===== config.mk =====
export PLATFORM = sky130hd
export DESIGN_NAME = load_store_unit
export DESIGN_NICKNAME = d
export VERILOG_FILES = /design/src/rtl/lsu_pkg.sv /design/src/rtl/lsu_align.sv /design/src/rtl/load_store_unit.sv
export SDC_FILE = /design/constraint.sdc
export NUM_CORES = 1
export LEC_CHECK = 0
export CELL_PAD_IN_SITES_DETAIL_PLACEMENT = 1
export CELL_PAD_IN_SITES_GLOBAL_PLACEMENT = 1
export CORE_MARGIN = 2
export CORE_UTILIZATION = 46
export CTS_CLUSTER_SIZE = 30
export DETAILED_ROUTE_END_ITERATION = 8
export DONT_BUFFER_PORTS = 1
export HOLD_SLACK_MARGIN = 0.03
export PLACE_DENSITY_LB_ADDON = 0.05
export SYNTH_ARGS = -nofsm -noshare
export SYNTH_HDL_FRONTEND = slang
export SYNTH_SLANG_ARGS = --single-unit

===== constraint.sdc =====
create_clock -name clk -period 3.05 [get_ports clk]
set_clock_uncertainty 0.15 [all_clocks]
set_input_delay 0.4575 -clock clk [delete_from_list [all_inputs] [get_ports clk]]
set_output_delay 0.4575 -clock clk [all_outputs]
set_load 0.005 [all_outputs]

===== src/rtl/lsu_pkg.sv =====
// Shared constants and types for the load/store unit: funct3 width codes,
// FSM state encoding and wait-counter width.
package lsu_pkg;

  localparam int unsigned XLEN  = 32;
  localparam int unsigned CNT_W = 16;

  localparam logic [2:0] F3_B  = 3'b000;
  localparam logic [2:0] F3_H  = 3'b001;
  localparam logic [2:0] F3_W  = 3'b010;
  localparam logic [2:0] F3_BU = 3'b100;
  localparam logic [2:0] F3_HU = 3'b101;

  typedef enum logic [1:0] {
    IDLE = 2'd0,
    BUS  = 2'd1,
    DONE = 2'd2
  } lsu_state_e;

endpackage


===== src/rtl/lsu_align.sv =====
// Lane steering for RV32I accesses: byte enables, store replication,
// load extraction/extension and the alignment/legality check.
module lsu_align
  import lsu_pkg::*;
(
  input  logic [2:0]      funct3,
  input  logic [1:0]      addr_lo,
  input  logic            is_store,
  input  logic [XLEN-1:0] wdata,
  input  logic [XLEN-1:0] mem_rdata,
  output logic [3:0]      be_c,
  output logic [XLEN-1:0] wdata_c,
  output logic [XLEN-1:0] load_c,
  output logic            misaligned_c
);

  logic [15:0] lane;

  always_comb begin
    be_c         = 4'b0000;
    wdata_c      = wdata;
    load_c       = mem_rdata;
    misaligned_c = 1'b0;
    lane         = 16'(mem_rdata >> {addr_lo, 3'b000});
    case (funct3)
      F3_B: begin
        be_c    = 4'b0001 << addr_lo;
        wdata_c = {4{wdata[7:0]}};
        load_c  = {{24{lane[7]}}, lane[7:0]};
      end
      F3_BU: begin
        be_c         = 4'b0001 << addr_lo;
        wdata_c      = {4{wdata[7:0]}};
        load_c       = {24'h0, lane[7:0]};
        misaligned_c = is_store;
      end
      F3_H: begin
        be_c         = 4'b0011 << addr_lo;
        wdata_c      = {2{wdata[15:0]}};
        load_c       = {{16{lane[15]}}, lane[15:0]};
        misaligned_c = addr_lo[0];
      end
      F3_HU: begin
        be_c         = 4'b0011 << addr_lo;
        wdata_c      = {2{wdata[15:0]}};
        load_c       = {16'h0, lane[15:0]};
        misaligned_c = addr_lo[0] | is_store;
      end
      F3_W: begin
        be_c         = 4'b1111;
        misaligned_c = |addr_lo;
      end
      default: misaligned_c = 1'b1;
    endcase
  end

endmodule


===== src/rtl/load_store_unit.sv =====
// Single-outstanding RV32I load/store unit: IDLE -> BUS -> DONE handshake
// with a bounded wait for mem_ack and registered bus/result outputs.
module load_store_unit
  import lsu_pkg::*;
#(
  parameter int unsigned TIMEOUT = 16
) (
  input  logic            clk,
  input  logic            rst_n,
  input  logic            start,
  input  logic            is_store,
  input  logic [2:0]      funct3,
  input  logic [XLEN-1:0] addr,
  input  logic [XLEN-1:0] wdata,
  output logic            busy,
  output logic            done,
  output logic [XLEN-1:0] rdata,
  output logic            misaligned,
  output logic            bus_err,
  output logic            mem_req,
  output logic            mem_we,
  output logic [XLEN-1:0] mem_addr,
  output logic [3:0]      mem_be,
  output logic [XLEN-1:0] mem_wdata,
  input  logic [XLEN-1:0] mem_rdata,
  input  logic            mem_ack
);

  lsu_state_e      state_q, state_d;
  logic [CNT_W-1:0] cnt_q, cnt_d, cnt_inc;
  logic [2:0]      funct3_q, funct3_d;
  logic [1:0]      addr_lo_q, addr_lo_d;
  logic            is_store_q, is_store_d;

  logic            busy_d, done_d, misaligned_d, bus_err_d;
  logic            mem_req_d, mem_we_d;
  logic [XLEN-1:0] rdata_d, mem_addr_d, mem_wdata_d;
  logic [3:0]      mem_be_d;

  logic [2:0]      al_funct3;
  logic [1:0]      al_addr_lo;
  logic            al_is_store;
  logic [3:0]      be_c;
  logic [XLEN-1:0] wdata_c, load_c;
  logic            misaligned_c;

  // In IDLE the aligner sees the live request; afterwards the captured one.
  assign al_funct3   = (state_q == IDLE) ? funct3   : funct3_q;
  assign al_addr_lo  = (state_q == IDLE) ? addr[1:0] : addr_lo_q;
  assign al_is_store = (state_q == IDLE) ? is_store : is_store_q;

  lsu_align u_align (
    .funct3       (al_funct3),
    .addr_lo      (al_addr_lo),
    .is_store     (al_is_store),
    .wdata        (wdata),
    .mem_rdata    (mem_rdata),
    .be_c         (be_c),
    .wdata_c      (wdata_c),
    .load_c       (load_c),
    .misaligned_c (misaligned_c)
  );

  assign cnt_inc = cnt_q + CNT_W'(1);

  // Next-state and next-output logic.
  always_comb begin
    state_d      = state_q;
    cnt_d        = cnt_q;
    funct3_d     = funct3_q;
    addr_lo_d    = addr_lo_q;
    is_store_d   = is_store_q;
    misaligned_d = 1'b0;
    bus_err_d    = 1'b0;
    mem_req_d    = mem_req;
    mem_we_d     = mem_we;
    rdata_d      = rdata;
    mem_addr_d   = mem_addr;
    mem_be_d     = mem_be;
    mem_wdata_d  = mem_wdata;
    case (state_q)
      IDLE: begin
        if (start) begin
          funct3_d    = funct3;
          addr_lo_d   = addr[1:0];
          is_store_d  = is_store;
          cnt_d       = '0;
          mem_addr_d  = {addr[XLEN-1:2], 2'b00};
          mem_be_d    = be_c;
          mem_wdata_d = wdata_c;
          if (misaligned_c) begin
            state_d      = DONE;
            misaligned_d = 1'b1;
          end else begin
            state_d   = BUS;
            mem_req_d = 1'b1;
            mem_we_d  = is_store;
          end
        end
      end
      BUS: begin
        if (mem_ack) begin
          if (!is_store_q) rdata_d = load_c;
          state_d   = DONE;
          mem_req_d = 1'b0;
          mem_we_d  = 1'b0;
        end else if ((TIMEOUT != 0) && (cnt_inc == CNT_W'(TIMEOUT))) begin
          state_d   = DONE;
          bus_err_d = 1'b1;
          mem_req_d = 1'b0;
          mem_we_d  = 1'b0;
        end else begin
          cnt_d = cnt_inc;
        end
      end
      DONE:    state_d = IDLE;
      default: state_d = IDLE;
    endcase
    done_d = (state_d == DONE);
    busy_d = (state_d != IDLE);
  end

  always_ff @(posedge clk or negedge rst_n) begin
    if (!rst_n) begin
      state_q    <= IDLE;
      cnt_q      <= '0;
      funct3_q   <= '0;
      addr_lo_q  <= '0;
      is_store_q <= 1'b0;
      busy       <= 1'b0;
      done       <= 1'b0;
      rdata      <= '0;
      misaligned <= 1'b0;
      bus_err    <= 1'b0;
      mem_req    <= 1'b0;
      mem_we     <= 1'b0;
      mem_addr   <= '0;
      mem_be     <= '0;
      mem_wdata  <= '0;
    end else begin
      state_q    <= state_d;
      cnt_q      <= cnt_d;
      funct3_q   <= funct3_d;
      addr_lo_q  <= addr_lo_d;
      is_store_q <= is_store_d;
      busy       <= busy_d;
      done       <= done_d;
      rdata      <= rdata_d;
      misaligned <= misaligned_d;
      bus_err    <= bus_err_d;
      mem_req    <= mem_req_d;
      mem_we     <= mem_we_d;
      mem_addr   <= mem_addr_d;
      mem_be     <= mem_be_d;
      mem_wdata  <= mem_wdata_d;
    end
  end

endmodule

==> metrics <==
Slew @ Worst Pin=0.714 ns; die width=120 um; CTS Buf Count=17; flop2flop setup slack=0.24 ns; H-tree levels=4; Max Buffers Root-to-Sink=2; total negative slack=0 ns; I/O pin count=210; final setup fails=0; vias in the first global route=between 5000 and 6000; DP HPWL=13.2 mm; fraction of layout cells with a size suffix above 1=9.19%; area leader, netlist=dfrtp_1; final hold vios=128; RD Place Congestion=0.826; reg2reg start=cnt_q[0]; FF+latch count, synth=between 100 and 150; Cells after Synth=between 600 and 700; Rows=between 40 and 50; most common cell after layout, fill and taps aside=nand2_1; fmax=355 MHz; Final period util=between 90% and 100%; Multi-input gate area=2770 um2; Min-Delay Path Class=input pin to asynchronous set/reset pin; minimum clock period after layout=2.81 ns; total core area=13100 um2; largest family of logic cells by synthesized area=simple AND/OR/NAND/NOR gates; Final #Nets=between 800 and 900; crit-path cells=ha_1 -> nand3_1 -> nor4_2 -> mux2i_1 -> nand4_1 -> o21ai_2 -> buf_4 -> mux2i_1; Routed Antenna Nets=0; Synth Area in Adders=0.203%; largest cells by area after synthesis=dfrtp_1 52%, nand2_1 13%, mux2i_1 5.5%; Die Area=14300 um2; Mapped Area=6160 um2; worst-path maximum fanout=7; Root Driver=clkbuf_16; Synth top area share=52.0%; unrepaired setup endpoints after global routing=false; total power=7.20 mW; DRT iter0 DRCs=222; post-synthesis mux area share=7.09%; grt total ovfl=0; sequential element share of the synthesized area=52.0%; antenna cells=0; Critical Path Most Common Cell=mux2i_1; Setup Fix Bufs, Post-CTS=0; Main synth FF type=dfrtp_1; net switching power=2.75 mW; critical path launch point type=flop; simple-gate portion of the synthesized area=23.0%; Pre-Repair DR Iteration Count=4; total global-route track usage=28.0%; IO buf count=0; crit end category=flop; leakage power=3.47 nW; largest net degree at the start of global routing=between 100 and 150; status=complete, but fails checks; Routed WL=19.4 mm; Die Span Y=120 um; pwr/cell area=983 nW/um2; Post-synth EDFFs=0; CP Class=flop to flop; Remaining DRCs=0; via count=5301; most frequent cells in the layout=219 x nand2_1, 128 x dfrtp_1, 46 x o21ai_0; first-pass GRT wire length=roughly 31 mm; Compound-Gate Fraction of Synth Area=around 14%; asr flop ratio synth=100%; Slew HR=about 52%; synth warn=0; sequential cell area=3200 um2; Internal=4.45 mW; maxcap violations=0; Synth cell types=between 50 and 60; CP Data Required Time=3.23 ns; Clock transition at path regs=around 0.060 ns; FILL cells=roughly 1500; P&R area growth vs syn=19.0%; Reg power frac=a little over two fifths; Sink Count=128; Worst Setup SP=cnt_q[0]; Final Util=55.8%; violated checks=hold timing; XOR/XNOR Fraction of Synth Area=0.711%; clock group share of total power=26.1%; initial antenna violation count=0; WP data arrival=3.00 ns; Slew Limit Fails=0; TritonCTS clock tree=yes; final hold slack=-0.410 ns; vias per cell=5.79; Slowest Stage Delay on Critical Path=around 0.52 ns; cell at the slowest stage of the critical path=nor4_2; Worst-Skew Late Latency=0.41 ns; peak supply drop=0.443 mV; average cell area after synthesis=around 8.9 um2; WL/cell=between 20 and 25 um; Post-CTS Hold Fix Bufs=44; power share of the combinational group=31.6%; switching part of the total power=between 30% and 40%; Initial Utilization=46.9%
-- sequential cells by signal, summed over array words and instances (netlist names) --
| name | flops |
|---|---|
| funct3_q | 3 |
| mem_req | 1 |
| cnt_q | 16 |
| busy | 1 |
| mem_be | 4 |
| bus_err | 1 |
| mem_addr | 30 |
| state_q | 2 |
| addr_lo_q | 2 |
| rdata | 32 |
| mem_wdata | 32 |
| is_store_q | 1 |
| done | 1 |
| misaligned | 1 |
| mem_we | 1 |
-- final cells by class --
class	count	share of cell area (%)
Timing Repair Buffer	63	8.13
Inverter	1	0.0512
Sequential cell	128	43.7
Multi-Input combinational cell	520	37.8
Clock buffer	22	6.47
Tap cell	176	3.01
Clock inverter	6	0.837
-- worst paths after layout --
path / end / cells past startpoint
max: cnt_q[0] / 8
min: rdata[0] / 0
max reg2reg: cnt_q[0] / 8
min reg2reg: mem_addr[25] / 2
max in group asynchronous: mem_addr[24] / 0
min in group clk: mem_wdata[21] / 2
-- power groups by stage --
stage	combinational, mW	sequential (mW)	clock (mW)
finish	2.27	3.05	1.88
global route	2.58	3.14	1.99
CTS	2.28	3.05	1.91
detailed placement	2.22	3.07	0
global placement	2.10	3.05	0
floorplan	1.69	2.84	0
-- through the flow --
stage               cell area (um2)  setup WS (ns)  instances  hold slack (ns)
finish                         7330          0.235        916           -0.410
global placement               6350          0.451        844           0.0158
global route                   7330         0.0422        916           -0.430
floorplan                      6160          0.639        694           0.0119
detailed placement             6350          0.224        844           0.0163
CTS                            7330          0.201        916           -0.424
-- cell usage after synthesis (2+ instances only) --
library cell / n
nand2_1: 220
dfrtp_1: 128
o21ai_0: 46
nand3_1: 42
nor2_1: 41
clkbuf_1: 34
mux2i_1: 34
a21oi_1: 21
a31oi_1: 13
o22ai_1: 12
a2bb2oi_1: 7
nor3_1: 7
nand4_1: 6
nand2b_1: 5
o31ai_1: 5
a21o_1: 4
a31o_2: 4
mux2_2: 4
a32o_1: 3
buf_6: 3
nor2b_1: 3
o41ai_1: 3
xnor2_1: 3
a211oi_1: 2
and2_1: 2
buf_1: 2
buf_2: 2
buf_4: 2
clkbuf_2: 2
nand3b_1: 2
nor2_2: 2
nor4_1: 2
o211ai_1: 2
o21a_1: 2
or2_2: 2
xor2_1: 2
-- repair_timing --
| item | in CTS | in global routing |
|---|---|---|
| resized for setup | 0 | 0 |
| hold endpoints to repair | 172 | 128 |
| endpoints found under the setup margin | 0 | 0 |
-- kinds of logic (layout without fill, tap and decap cells) --
family	Yosys count	count (layout)
and+or+nand+nor	339	339
AOI/OAI and AO/OA	132	132
DFF	128	128
buffers and inverters	46	92
muxes	41	41
xor gates and xnor gates	5	5
adders and majority gates	1	1
other	1	2
-- critical path, delay by kind of cell, from the launching register on --
family          cells  cell delay [ns]
compound gates      1             0.35
fa+ha+maj           1             0.24
flops               1             0.39
buf+inv             1             0.22
mux                 2             0.47
simple gates        3             0.90
-- metal layers --
metal / up-vias / part of all wire (%) / global-route usage, %
li1: 2453 / - / -
met5: - / 0 / 0
met4: 0 / 2.4 / 10.0
met3: 35 / 9.1 / 10.3
met2: 192 / 50 / 47.3
met1: 2621 / 38 / 32.9
No activity file was read; power rests on OpenSTA's default activity.
